==> src/rtl/spi_frame_controller_pkg.sv <==
// spi_io_pkg: shared FSM states, address-byte layout and reserved-bit mask for the SPI frame controller.
package spi_io_pkg;
  typedef enum logic [2:0] {IDLE, ADDR, WDATA, RPEND, RDATA, DISCARD} ctrlState;
  localparam int RW_BIT = 7;
  localparam int DEF_ADDR_W = 4;
  function automatic logic [7:0] rsvdMask(input int addrW);
    for (int i = 0; i < 8; i++) rsvdMask[i] = (i < RW_BIT) && (i >= addrW);
  endfunction
endpackage

==> src/rtl/spi_frame_controller_if.sv <==
// spi_frame_controller_if: SPI byte stream and register-bus signals of the frame controller.
interface spi_frame_controller_if #(parameter int ADDR_W = spi_io_pkg::DEF_ADDR_W);
  logic en;
  logic rxValid;
  logic [7:0] rxByte;
  logic [7:0] regRdata;
  logic [ADDR_W-1:0] regAddr;
  logic regWrite;
  logic [7:0] regWdata;
  logic regRead;
  logic txLoad;
  logic [7:0] txByte;
  logic busy;
  logic frameErr;
  modport master (
    input en, rxValid, rxByte, regRdata,
    output regAddr, regWrite, regWdata, regRead, txLoad, txByte, busy, frameErr
  );
  modport slave (
    output en, rxValid, rxByte, regRdata,
    input regAddr, regWrite, regWdata, regRead, txLoad, txByte, busy, frameErr
  );
endinterface

==> src/rtl/spi_frame_controller_reg_addr_counter.sv <==
// reg_addr_counter: loadable register address counter that wraps naturally at ADDR_W bits.
module reg_addr_counter
  import spi_io_pkg::*;
#(
  parameter int ADDR_W = DEF_ADDR_W
) (
  input  logic clk,
  input  logic rst,
  input  logic load,
  input  logic inc,
  input  logic [ADDR_W-1:0] loadVal,
  output logic [ADDR_W-1:0] count
);
  always_ff @(posedge clk)
    if (rst) count <= '0;
    else if (load) count <= loadVal;
    else if (inc) count <= count + 1'b1;
endmodule

==> src/rtl/spi_frame_controller.sv <==
// spi_frame_controller: turns an SPI byte stream (address byte + burst) into register read/write strobes.
module spi_frame_controller
  import spi_io_pkg::*;
#(
  parameter int ADDR_W = DEF_ADDR_W,
  parameter int AUTO_INC = 1
) (
  input logic clk,
  input logic rst,
  spi_frame_controller_if.master bus
);
  ctrlState state, nxt;
  logic armed, wrNext, rdNext, ldNext, errSet, errClr, addrLoad, rdInc;
  logic [ADDR_W-1:0] addr;
  reg_addr_counter #(.ADDR_W(ADDR_W)) addrCnt (
    .clk(clk),
    .rst(rst),
    .load(addrLoad),
    .inc((AUTO_INC != 0) && (bus.regWrite || rdInc)),
    .loadVal(bus.rxByte[ADDR_W-1:0]),
    .count(addr)
  );
  always_comb begin
    nxt = state;
    wrNext = 1'b0;
    rdNext = 1'b0;
    ldNext = 1'b0;
    errSet = 1'b0;
    errClr = 1'b0;
    addrLoad = 1'b0;
    rdInc = 1'b0;
    case (state)
      IDLE: if (bus.en && armed) begin
        nxt = ADDR;
        errClr = 1'b1;
      end
      ADDR: if (bus.rxValid) begin
        if (|(bus.rxByte & rsvdMask(ADDR_W))) begin
          errSet = 1'b1;
          nxt = DISCARD;
        end else begin
          addrLoad = 1'b1;
          rdNext = bus.rxByte[RW_BIT];
          nxt = bus.rxByte[RW_BIT] ? RPEND : WDATA;
        end
      end
      WDATA: wrNext = bus.rxValid;
      // RPEND is the regRead cycle: any byte here is an overrun and is dropped
      RPEND: begin
        errSet = bus.rxValid;
        ldNext = 1'b1;
        nxt = RDATA;
      end
      RDATA: if (bus.rxValid) begin
        rdInc = 1'b1;
        rdNext = 1'b1;
        nxt = RPEND;
      end
      DISCARD: nxt = DISCARD;
      default: nxt = IDLE;
    endcase
    // a falling en still lets a write finish but cancels any read in flight
    if (!bus.en) begin
      nxt = IDLE;
      rdNext = 1'b0;
      ldNext = 1'b0;
      rdInc = 1'b0;
    end
  end
  always_ff @(posedge clk)
    if (rst) begin
      state <= IDLE;
      armed <= 1'b0;
      bus.regWrite <= 1'b0;
      bus.regRead <= 1'b0;
      bus.txLoad <= 1'b0;
      bus.regWdata <= 8'h00;
      bus.txByte <= 8'h00;
      bus.frameErr <= 1'b0;
    end else begin
      state <= nxt;
      armed <= armed | ~bus.en;
      bus.regWrite <= wrNext;
      bus.regRead <= rdNext;
      bus.txLoad <= ldNext;
      if (wrNext) bus.regWdata <= bus.rxByte;
      if (ldNext) bus.txByte <= bus.regRdata;
      bus.frameErr <= errSet | (bus.frameErr & ~errClr);
    end
  assign bus.regAddr = addr;
  assign bus.busy = state != IDLE;
endmodule

==> src/flat_wrapper.sv <==
// flat-port wrapper written by rule: the top's interface ports become plain ports
module spi_frame_controller_flat import spi_io_pkg::*;
#(
  parameter int ADDR_W = DEF_ADDR_W,
  parameter int AUTO_INC = 1
)
  (clk, rst, bus_en, bus_rxValid, bus_rxByte, bus_regRdata, bus_regAddr, bus_regWrite, bus_regWdata, bus_regRead, bus_txLoad, bus_txByte, bus_busy, bus_frameErr);
  spi_frame_controller_if #(.ADDR_W(ADDR_W)) bus_i ();
  input logic clk;
  input logic rst;
  input wire logic [$bits(bus_i.en)-1:0] bus_en;
  input wire logic [$bits(bus_i.rxValid)-1:0] bus_rxValid;
  input wire logic [$bits(bus_i.rxByte)-1:0] bus_rxByte;
  input wire logic [$bits(bus_i.regRdata)-1:0] bus_regRdata;
  output wire logic [$bits(bus_i.regAddr)-1:0] bus_regAddr;
  output wire logic [$bits(bus_i.regWrite)-1:0] bus_regWrite;
  output wire logic [$bits(bus_i.regWdata)-1:0] bus_regWdata;
  output wire logic [$bits(bus_i.regRead)-1:0] bus_regRead;
  output wire logic [$bits(bus_i.txLoad)-1:0] bus_txLoad;
  output wire logic [$bits(bus_i.txByte)-1:0] bus_txByte;
  output wire logic [$bits(bus_i.busy)-1:0] bus_busy;
  output wire logic [$bits(bus_i.frameErr)-1:0] bus_frameErr;
  assign bus_i.en = bus_en;
  assign bus_i.rxValid = bus_rxValid;
  assign bus_i.rxByte = bus_rxByte;
  assign bus_i.regRdata = bus_regRdata;
  assign bus_regAddr = bus_i.regAddr;
  assign bus_regWrite = bus_i.regWrite;
  assign bus_regWdata = bus_i.regWdata;
  assign bus_regRead = bus_i.regRead;
  assign bus_txLoad = bus_i.txLoad;
  assign bus_txByte = bus_i.txByte;
  assign bus_busy = bus_i.busy;
  assign bus_frameErr = bus_i.frameErr;
  spi_frame_controller #(.ADDR_W(ADDR_W), .AUTO_INC(AUTO_INC)) u_core (.clk(clk), .rst(rst), .bus(bus_i));
endmodule
==> config.mk <==
export PLATFORM = sky130hd
export DESIGN_NAME = spi_frame_controller_flat
export DESIGN_NICKNAME = d
export VERILOG_FILES = /design/src/rtl/spi_frame_controller_pkg.sv /design/src/rtl/spi_frame_controller_if.sv /design/src/rtl/spi_frame_controller_reg_addr_counter.sv /design/src/rtl/spi_frame_controller.sv /design/src/flat_wrapper.sv
export SDC_FILE = /design/constraint.sdc
export NUM_CORES = 1
export LEC_CHECK = 0
export BUFFER_PORTS_ARGS = -buffer_cell sky130_fd_sc_hd__buf_4
export CORE_UTILIZATION = 35
export DETAILED_ROUTE_END_ITERATION = 16
export SETUP_SLACK_MARGIN = 0.5
export SLEW_MARGIN = 20
export SYNTH_ARGS = -nofsm -noshare
export SYNTH_HDL_FRONTEND = slang
export SYNTH_SLANG_ARGS = --single-unit
==> constraint.sdc <==
create_clock -name clk -period 1.5 [get_ports clk]
set_input_delay 0.15 -clock clk [delete_from_list [all_inputs] [get_ports clk]]
set_output_delay 0.15 -clock clk [all_outputs]
set_load 0.02 [all_outputs]
==> flow_metrics.tcl <==
set metrics [dict create \
    die_h_um 60.65 \
    synth_area_mm2 0.001204 \
    initial_core_util_pct 38.17 \
    synthAdderAreaFrac_pct 1.040 \
    vias 1287 \
    root_buffer "clkbuf_4" \
    path_clk_slew_ns 0.16 \
    synth-simple-area-share_pct 28.17 \
    synth_seq_cells 28 \
    grtUsageMet3_pct 2.985 \
    max-cap-violations 0 \
    cts_sinks 28 \
    clk_latency_ns 0.34 \
    slew-limit-headroom_pct 70.13 \
    use_met1_pct 26.67 \
    yosysSeqAreaShare_pct 46.57 \
    synth_edf_count 0 \
    fillers 256 \
    grt_usage_pct 20.10 \
    use_met2_pct 32.97 \
    place.gp.congestion 0.7240 \
    layout_min_cycle_time_ns 1.399 \
    synth_cell_types 32 \
    clockBufferDepth 2 \
    syn_avg_cell_area_um2 8.188 \
    worstHoldPathType "in2reg" \
    crit_start "u_core.state[0]" \
    synth_top_area_share_pct 46.57 \
    p_comb_share_pct 11.9 \
    fin_skew_ns 0.01175 \
    cp.required_ns 1.35 \
    netlist_instances 147 \
    seq_power_share_pct 52.8 \
    die-area_mm2 0.003678 \
    setup_tns_ns 0 \
    via_per_inst 5.107 \
    reg2reg_from "u_core.state[0]" \
    drc 0 \
    async_flop_share_pct 0 \
    ys.flop_type "dfxtp_1" \
    p_clk_share_pct 35.4 \
    yosysMostFrequentCell "nand2_1" \
    first_global_vias 1121 \
    drt_iter0_markers 40 \
    rows 20 \
    drtAntennaViolNets 0 \
    synth_top_family_by_area "simple AND/OR/NAND/NOR gates" \
    ys_top_cells_by_area "dfxtp_1 (47%), nand2_1 (12%), a21oi_1 (10%)" \
    port_buffers 44 \
    wirelength_um 3761 \
    htreeDepth 1 \
    synth_top_cell_by_area "dfxtp_1" \
    cts_inserted_buffers 3 \
    p_int_mw 1.090 \
    synth-xor-area-share_pct 0.7277 \
    cts_tree "built" \
    final-max-slew-violation-count 0 \
    final-setup-viol-count 0 \
    nets 230 \
    yosys_warnings 0 \
    synth_compound_area_share_pct 17.88 \
    synthMuxAreaShare_pct 0.8316 \
    antenna_found_initial 0 \
    crit_fanout 3 \
    synth_common_cells "nand2_1 (38), dfxtp_1 (28), a21oi_1 (24)" \
    syn_nets 168 \
    die_x_um 60.65 \
    fmax_mhz 714.6 \
    wl_per_cell_um 14.92 \
    syn_to_final_growth_pct 80.15 \
    hpwl_um 2136 \
    io_pins 45 \
    switching_power_mw 0.3173 \
    hp-start "bus_regRdata[7]" \
    critPathKind "reg2out" \
    period_share_pct 93.29 \
    power_density_mw_per_mm2 649.1 \
    crit_path_end_kind "primary output" \
    first_pass_iters 4 \
    ir_drop_mv 0.4026 \
    grt_start_max_net_pins 27 \
    p_leak_nw 0.7950 \
    critPathLaunchType "flop" \
    finalCoreUtilization_pct 68.77 \
    top_usage_layer "met2" \
    core_mm2 0.003153 \
    drive_gt1_share_pct 67.31 \
    worstMarginPinSlew_ns 0.4439 \
    arrival_ns 1.25 \
    swShare_pct 22.54 \
    grt-ovfl-total 0 \
    antenna_cells 0 \
    hold_viol_final 0 \
    rsz0062_at_grt "true" \
    grt_pass1_wl_um 5347 \
    status "finished, final reports clean" \
]
-- path summary, 6_finish.rpt --
check                                          endpoint  slack (ns)  depth (start not counted)
worst max-delay path                           bus_busy        0.10                          2
worst min-delay path               u_core.bus.txByte[7]        0.04                          3
worst max register to register  u_core.addrCnt.count[3]        0.17                          5
worst min register to register             u_core.armed        0.47                          2
-- area by class of cell --
| class | count | area, µm² | area share (%) |
|---|---|---|---|
| Multi-Input combinational cell | 109 | 805.8 | 37.16 |
| Timing Repair Buffer | 65 | 638.1 | 29.43 |
| Sequential cell | 28 | 609.3 | 28.10 |
| Tap cell | 44 | 55.05 | 2.539 |
| Clock inverter | 1 | 30.03 | 1.385 |
| Clock buffer | 3 | 22.52 | 1.039 |
| Inverter | 2 | 7.507 | 0.3462 |
-- flip-flops by register name (all words and copies together), names as in the netlist --
| name | count |
|---|---|
| u_core.bus.txLoad | 1 |
| u_core.armed | 1 |
| u_core.bus.regWdata | 8 |
| u_core.bus.regWrite | 1 |
| u_core.state | 3 |
| u_core.bus.frameErr | 1 |
| u_core.addrCnt.count | 4 |
| u_core.bus.regRead | 1 |
| u_core.bus.txByte | 8 |
-- repair_timing --
action,in CTS,in global routing
buffers inserted,12,6
hold buffers,0,1
hold endpoints to repair,0,1
cloned,2,0
pin swaps,15,17
setup endpoints to repair,38,52
gates resized for setup,42,72
-- power groups by stage --
| stage | clock network, mW | registers [mW] | logic (mW) |
|---|---|---|---|
| floorplan | 0 | 0.767 | 0.0500 |
| global placement | 0 | 0.769 | 0.108 |
| detailed placement | 0 | 0.769 | 0.109 |
| CTS | 0.500 | 0.745 | 0.142 |
| global route | 0.543 | 0.744 | 0.176 |
| finish | 0.498 | 0.743 | 0.167 |
-- metrics by stage --
stage / area [µm²] / total power [mW] / worst slack [ns] / std cells / hold WS (ns)
2_1_floorplan: 1252 / 0.8174 / 0.2833 / 147 / 0.2418
3_3_place_gp: 1575 / 0.8763 / 0.1120 / 227 / 0.4042
3_5_place_dp: 1575 / 0.8781 / 0.03123 / 227 / 0.4107
4_1_cts: 1886 / 1.387 / 0.1112 / 245 / 0.04465
5_1_grt: 2168 / 1.464 / 0.06125 / 252 / 0.01130
6_report: 2168 / 1.408 / 0.1006 / 252 / 0.03825
-- routing by layer --
layer | wire (µm) | share of wire, %
met1 | 1585 | 42
met3 | 176 | 4.7
met5 | 0 | 0
met4 | 63 | 1.7
met2 | 1936 | 51
-- cell families after synthesis --
family,after synthesis
and+or+nand+nor,69
AOI/OAI and AO/OA,35
DFF,28
buffers and inverters,12
xor gates and xnor gates,1
muxes,1
adders and majority gates,1
-- critical path: stages, from the launching register on --
cell     delay [ns]
dfxtp_4        0.39
or3_4          0.39
buf_6          0.14
-- cells in the final DEF (no fill, tap or decap), types with 2 or more instances in the layout --
cell type | netlist | routed
inv_1 | 2 | 2
clkbuf_4 | 0 | 3
nand2_1 | 38 | 25
buf_4 | 0 | 27
nand3_4 | 0 | 4
nand3_2 | 1 | 2
dfxtp_2 | 0 | 21
o21ai_2 | 0 | 2
nor2_1 | 8 | 6
buf_6 | 1 | 36
a211oi_1 | 3 | 2
nor3_1 | 4 | 3
a21oi_2 | 0 | 12
dfxtp_4 | 0 | 6
nand2_2 | 0 | 13
a21oi_1 | 24 | 12
and3_4 | 0 | 2
nand2b_1 | 2 | 2
nor2_4 | 1 | 3
No activity file was read; power rests on OpenSTA's default activity.
